<file path="config.mk">
export PLATFORM = sky130hd
export DESIGN_NAME = axi_sram_slave
export DESIGN_NICKNAME = d
export VERILOG_FILES = /design/src/rtl/frv_axi_pkg.sv /design/src/rtl/axi_sram_slave.sv
export SDC_FILE = /design/constraint.sdc
export NUM_CORES = 1
export LEC_CHECK = 0
export CAP_MARGIN = 25
export CORE_ASPECT_RATIO = 1.2
export CORE_MARGIN = 5
export CORE_UTILIZATION = 38
export CTS_BUF_LIST = sky130_fd_sc_hd__clkbuf_4
export DETAILED_ROUTE_END_ITERATION = 7
export PLACE_DENSITY_LB_ADDON = 0.08
export REMOVE_ABC_BUFFERS = 1
export SLEW_MARGIN = 20
export SYNTH_ARGS = -nofsm -noshare
export SYNTH_HDL_FRONTEND = slang
export SYNTH_SLANG_ARGS = --single-unit
</file>
<file path="constraint.sdc">
create_clock -name g_clk -period 2.6 [get_ports g_clk]
set_input_delay 0.39 -clock g_clk [delete_from_list [all_inputs] [get_ports g_clk]]
set_output_delay 0.39 -clock g_clk [all_outputs]
set_load 0.01 [all_outputs]
</file>
<file path="src/rtl/frv_axi_pkg.sv">
// Shared definitions for the AXI-lite SRAM slave: state encoding, bus widths
// and the SRAM window decode helper.
package frv_axi_pkg;

    localparam int unsigned AXI_DATA_W = 32;
    localparam int unsigned AXI_STRB_W = 4;

    typedef enum logic [2:0] {
        ST_IDLE,
        ST_WR_COLLECT,
        ST_RD_ACC,
        ST_RD_WAIT,
        ST_RD_RESP,
        ST_WR_ACC,
        ST_WR_RESP
    } axi_state_t;

    // Unsigned offset compare: addresses below the base wrap to huge offsets.
    function automatic logic addr_in_window(input logic [31:0] addr,
                                            input logic [31:0] base,
                                            input int unsigned depth_log2);
        logic [32:0] offset;
        logic [32:0] limit;
        offset = {1'b0, addr - base};
        limit  = 33'd1 << (depth_log2 + 2);
        return offset < limit;
    endfunction

endpackage

</file>
<file path="src/rtl/axi_sram_slave.sv">
// AXI4-lite slave in front of a single-port synchronous SRAM (1-cycle read
// latency). One transaction in flight; reads and writes granted round-robin.
module axi_sram_slave
    import frv_axi_pkg::*;
#(
    parameter logic [31:0] MEM_BASE       = 32'h8000_0000,
    parameter int unsigned MEM_DEPTH_LOG2 = 12,
    parameter logic [31:0] RD_OOR_DATA    = 32'h0000_0000
) (
    input  logic                      g_clk,
    input  logic                      g_resetn,
    input  logic                      s_axi_awvalid,
    output logic                      s_axi_awready,
    input  logic [31:0]               s_axi_awaddr,
    input  logic [2:0]                s_axi_awprot,
    input  logic                      s_axi_wvalid,
    output logic                      s_axi_wready,
    input  logic [AXI_DATA_W-1:0]     s_axi_wdata,
    input  logic [AXI_STRB_W-1:0]     s_axi_wstrb,
    output logic                      s_axi_bvalid,
    input  logic                      s_axi_bready,
    input  logic                      s_axi_arvalid,
    output logic                      s_axi_arready,
    input  logic [31:0]               s_axi_araddr,
    input  logic [2:0]                s_axi_arprot,
    output logic                      s_axi_rvalid,
    input  logic                      s_axi_rready,
    output logic [AXI_DATA_W-1:0]     s_axi_rdata,
    output logic                      ram_cen,
    output logic                      ram_wen,
    output logic [MEM_DEPTH_LOG2-1:0] ram_addr,
    output logic [AXI_DATA_W-1:0]     ram_wdata,
    output logic [AXI_STRB_W-1:0]     ram_wstrb,
    input  logic [AXI_DATA_W-1:0]     ram_rdata
);

    axi_state_t                state, state_nxt;
    logic                      last_was_read;
    logic                      aw_got, w_got, win_q;
    logic [MEM_DEPTH_LOG2-1:0] addr_q;
    logic [AXI_DATA_W-1:0]     wdata_q, rdata_q;
    logic [AXI_STRB_W-1:0]     wstrb_q;

    logic                      grant_rd, grant_wr;
    logic                      ar_hs, aw_hs, w_hs;
    logic [31:0]               req_addr, req_off;
    logic                      req_win;
    logic                      unused_bits;

    always_comb begin
        grant_rd      = 1'b0;
        grant_wr      = 1'b0;
        s_axi_arready = 1'b0;
        s_axi_awready = 1'b0;
        s_axi_wready  = 1'b0;
        s_axi_bvalid  = 1'b0;
        s_axi_rvalid  = 1'b0;
        ram_cen       = 1'b0;
        ram_wen       = 1'b0;
        state_nxt     = state;

        if (state == ST_IDLE) begin
            grant_rd = s_axi_arvalid &
                       (~(s_axi_awvalid | s_axi_wvalid) | ~last_was_read);
            grant_wr = (s_axi_awvalid | s_axi_wvalid) &
                       (~s_axi_arvalid | last_was_read);
        end

        s_axi_arready = grant_rd;
        s_axi_awready = (grant_wr | (state == ST_WR_COLLECT)) & ~aw_got;
        s_axi_wready  = (grant_wr | (state == ST_WR_COLLECT)) & ~w_got;
        ar_hs = s_axi_arvalid & s_axi_arready;
        aw_hs = s_axi_awvalid & s_axi_awready;
        w_hs  = s_axi_wvalid  & s_axi_wready;

        unique case (state)
            ST_IDLE: begin
                if (ar_hs)               state_nxt = ST_RD_ACC;
                else if (aw_hs && w_hs)  state_nxt = ST_WR_ACC;
                else if (aw_hs || w_hs)  state_nxt = ST_WR_COLLECT;
            end
            ST_WR_COLLECT: begin
                if ((aw_got || aw_hs) && (w_got || w_hs)) state_nxt = ST_WR_ACC;
            end
            ST_WR_ACC: begin
                ram_cen   = win_q;
                ram_wen   = win_q;
                state_nxt = ST_WR_RESP;
            end
            ST_WR_RESP: begin
                s_axi_bvalid = 1'b1;
                if (s_axi_bready) state_nxt = ST_IDLE;
            end
            ST_RD_ACC: begin
                ram_cen   = win_q;
                state_nxt = ST_RD_WAIT;
            end
            ST_RD_WAIT: state_nxt = ST_RD_RESP;
            ST_RD_RESP: begin
                s_axi_rvalid = 1'b1;
                if (s_axi_rready) state_nxt = ST_IDLE;
            end
            default: state_nxt = ST_IDLE;
        endcase
    end

    // AR and AW never handshake together, so one decode path serves both.
    assign req_addr = ar_hs ? s_axi_araddr : s_axi_awaddr;
    assign req_off  = req_addr - MEM_BASE;
    assign req_win  = addr_in_window(req_addr, MEM_BASE, MEM_DEPTH_LOG2);

    always_ff @(posedge g_clk or negedge g_resetn) begin
        if (!g_resetn) begin
            state         <= ST_IDLE;
            last_was_read <= 1'b0;
            aw_got        <= 1'b0;
            w_got         <= 1'b0;
            win_q         <= 1'b0;
            addr_q        <= '0;
            wdata_q       <= '0;
            wstrb_q       <= '0;
            rdata_q       <= '0;
        end else begin
            state <= state_nxt;
            if (grant_rd || grant_wr) last_was_read <= grant_rd;
            if (ar_hs || aw_hs) begin
                addr_q <= req_off[MEM_DEPTH_LOG2+1:2];
                win_q  <= req_win;
            end
            if (w_hs) begin
                wdata_q <= s_axi_wdata;
                wstrb_q <= s_axi_wstrb;
            end
            if (state_nxt == ST_IDLE) begin
                aw_got <= 1'b0;
                w_got  <= 1'b0;
            end else begin
                if (aw_hs) aw_got <= 1'b1;
                if (w_hs)  w_got  <= 1'b1;
            end
            if (state == ST_RD_WAIT) rdata_q <= win_q ? ram_rdata : RD_OOR_DATA;
        end
    end

    assign ram_addr    = addr_q;
    assign ram_wdata   = wdata_q;
    assign ram_wstrb   = wstrb_q;
    assign s_axi_rdata = rdata_q;

    assign unused_bits = ^{s_axi_awprot, s_axi_arprot, req_off[1:0],
                           req_off[31:MEM_DEPTH_LOG2+2]};

endmodule

</file>
==> summary.txt <==
Max Cap Viol: 0
WL final: 10600 um
number of flops mapped to enable cells by yosys: 0
Die Wd: 100 um
worst hold path class: in -> async
CP Depth: 4
actual slew at the worst max-slew pin: 0.528 ns
CTS H-tree lvls: 3
Hold WS: 0.464 ns
CP Buf/Inv Count: 1
CP delay by family, top: simple AND/OR/NAND/NOR gates
register area share after synthesis: 58.6%
switching pwr: 1690 uW
cells resized by post-CTS repair: 0
Max Buffers Root-to-Sink: 2
first-pass GRT wire length: 17200 um
Ant. Diodes: 0
Int Pwr: 3500 uW
Rel. slew slack: 64.8%
vias in the first global route: 3533
GRT Total Usage: 18.0%
fillers: 787
clk slew on worst S/H paths: 0.13 ns
Slew Limit Fails: 0
Port Buffers: 221
simple-gate portion of the synthesized area: 15.1%
Overall Power: 5200 uW
Worst Setup End Kind: output pin
largest family of logic cells by synthesized area: simple AND/OR/NAND/NOR gates
Cells after Synth: 341
Crit Path Category: reg -> out
Core ar.: 0.00956 sq mm
f_max: 413 MHz
arrival time worst endpoint: 2.03 ns
Top-Level Pins: 232
multi-input logic area: 0.00144 sq mm
Seq. cell area: 0.00218 sq mm
combinational share of power: 48.1%
Slowest-stage cell, CP: clkdlybuf4s50_1
layout cells sized above 1: 11.9%
Max VDD drop: 0.000293 V
Synth Area in Compound Gates: 9.33%
Clk Latency, worst-skew pair: 0.42 ns
Post-CTS Setup Bufs: 0
final setup violation count: 0
crit-path cells: or2_4, or2_2, nor2_1, clkdlybuf4s50_1
drt via density: 4.77
Initial Util: 38.9%
LEAKAGE: 0.00252 uW
flip-flop and latch count after synthesis: 87
DPL Wire Length: 8280 um
setup TNS after final layout: 0 ns
post-synthesis mux area share: 14.1%
FP Rows: 39
mapped cell area: 0.00372 sq mm
die area: 0.0119 sq mm
Post-route DRC: 0
# hold bufs at CTS: 1
GRT overflow: 0
sequential share of power: 40.0%
Initial DRT Pass Iterations: 4
switching fraction of total power: 32.6%
Clk pwr share: 11.9%
Setup WS pre-CTS: 0.185 ns
antenna violations before repair: 0
CTS root buffer: clkbuf_4
# clock sinks: 87
wire per inst: 15.2 um
worst-path fanout max: 5
unrepaired setup endpoints after global routing: no
worst clock skew: 0.0154 ns
cts bufs inserted: 9
CP Launch Type: flop
Yosys warning total: 0
status: finished, final reports clean
pwr dens: 837 mW/mm^2
Die Span Y: 118 um
FFs w/ async S/R, synth: 100%
syn avg cell area: 10.9 sq um
Req. time, crit path: 2.21 ns
synthesis-to-finish area growth: 67.1%
final worst slack: 0.177 ns
fin crit period: 2.42 ns
Routed Antenna Nets: 0
peak per-stage delay on the critical path: 0.55 ns
R2R Setup Slk: 0.57 ns
Primary FF master, synth: dfrtp_1
TritonCTS clock tree: done
Synth Area in Adders: 0%
final core occ: 64.9%
FF-to-FF path depth: 4
XOR/XNOR share of the synthesized area: 0%
Netlist cell types: 37
final net count: 710
initial DRC count: 72
final hold violation count: 0
largest net degree at the start of global routing: 65
Period Utilization, post-route: 93.2%
gpl congestion: 0.879
vias after detailed routing: 3304
==> worst paths after layout <==
check / start / end
min: g_resetn / ram_wdata[1]
max in group asynchronous: g_resetn / s_axi_rdata[9]
max reg2reg: state[0] / ram_wdata[12]
min in group g_clk: s_axi_rdata[27] / s_axi_rdata[27]
min reg2reg: s_axi_rdata[27] / s_axi_rdata[27]
max: state[2] / s_axi_wready
==> cells in the final DEF (no fill, tap or decap), types with 2 or more instances in the layout <==
cell and instances:
mux2_2 36, nor4_1 6, a31oi_1 2, a21oi_1 4
clkinv_2 4, or2_2 2, dfrtp_1 87, buf_4 12
nand2_1 77, nand4_1 2, nor4b_1 2, clkinv_1 2
inv_1 3, mux2i_1 12, and2_1 2, clkbuf_4 10
nand3b_1 2, and3_1 3, o211ai_1 2, o21ai_0 48
nand2b_1 4, nor2_1 10, clkdlybuf4s50_1 220, nor3b_1 2
==> layer usage <==
metal  global-route usage (%)  share of wire (%)  vias up
met5                        0                  0        -
met4                     4.80               0.82        0
met1                     21.1                 39     1522
li1                         -                  -     1625
met2                     30.4                 49      150
met3                     7.54                 11        7
==> per-stage QoR <==
| step | instances | area [sq um] |
|---|---|---|
| detailed placement | 676 | 6100 |
| finish | 693 | 6210 |
| CTS | 693 | 6210 |
| global route | 693 | 6210 |
| floorplan | 320 | 3620 |
| global placement | 676 | 6100 |
==> sequential cells by signal, indices dropped and copies added (netlist names) <==
signal	flops
ram_wdata	32
s_axi_rdata	32
ram_addr	12
ram_wstrb	4
state	3
aw_got	1
last_was_read	1
w_got	1
win_q	1
==> final cells by class <==
type                    instances  share of cell area [%]
clock inverters                 6                   0.443
clock buffers                  10                    1.21
flip-flops and latches         87                    35.1
inverters                       3                   0.181
multi-input cells             230                    23.2
well taps                     123                    2.48
repair buffers                234                    37.4
==> Yosys cell counts (2+ instances only) <==
cell type	n	area [sq um]
mux2_2	36	405
o211ai_1	2	15.0
nand3b_1	2	15.0
a31oi_1	2	12.5
nor3b_1	2	15.0
inv_1	3	11.3
nor4b_1	2	17.5
nand2b_1	4	25.0
nor2_1	10	37.5
a21oi_1	4	20.0
dfrtp_1	87	2180
buf_2	3	15.0
or2_2	2	12.5
nand2_1	77	289
nor4_1	6	37.5
and2_1	2	12.5
mux2i_1	12	120
o21ai_0	48	240
clkbuf_1	16	60.1
nand4_1	2	12.5
and3_1	3	18.8
==> logic make-up after synthesis <==
kind of cell / after synthesis
mux: 48
buf+inv: 24
flops: 87
compound gates: 63
simple gates: 119
==> power groups by stage <==
stage,sequential (uW),clock [uW],combinational [uW]
floorplan,2310,0,878
CTS,2080,660,2550
detailed placement,2110,0,2540
global route,2150,723,2720
finish,2080,620,2500
global placement,2080,0,2490
==> worst register-to-register path: stages (launching register included) <==
cell     delay [ns]
dfrtp_1        0.53
nor3b_1        0.39
or4b_4         0.22
buf_4          0.39
mux2_2         0.41
(Power assumes the default switching activity.)
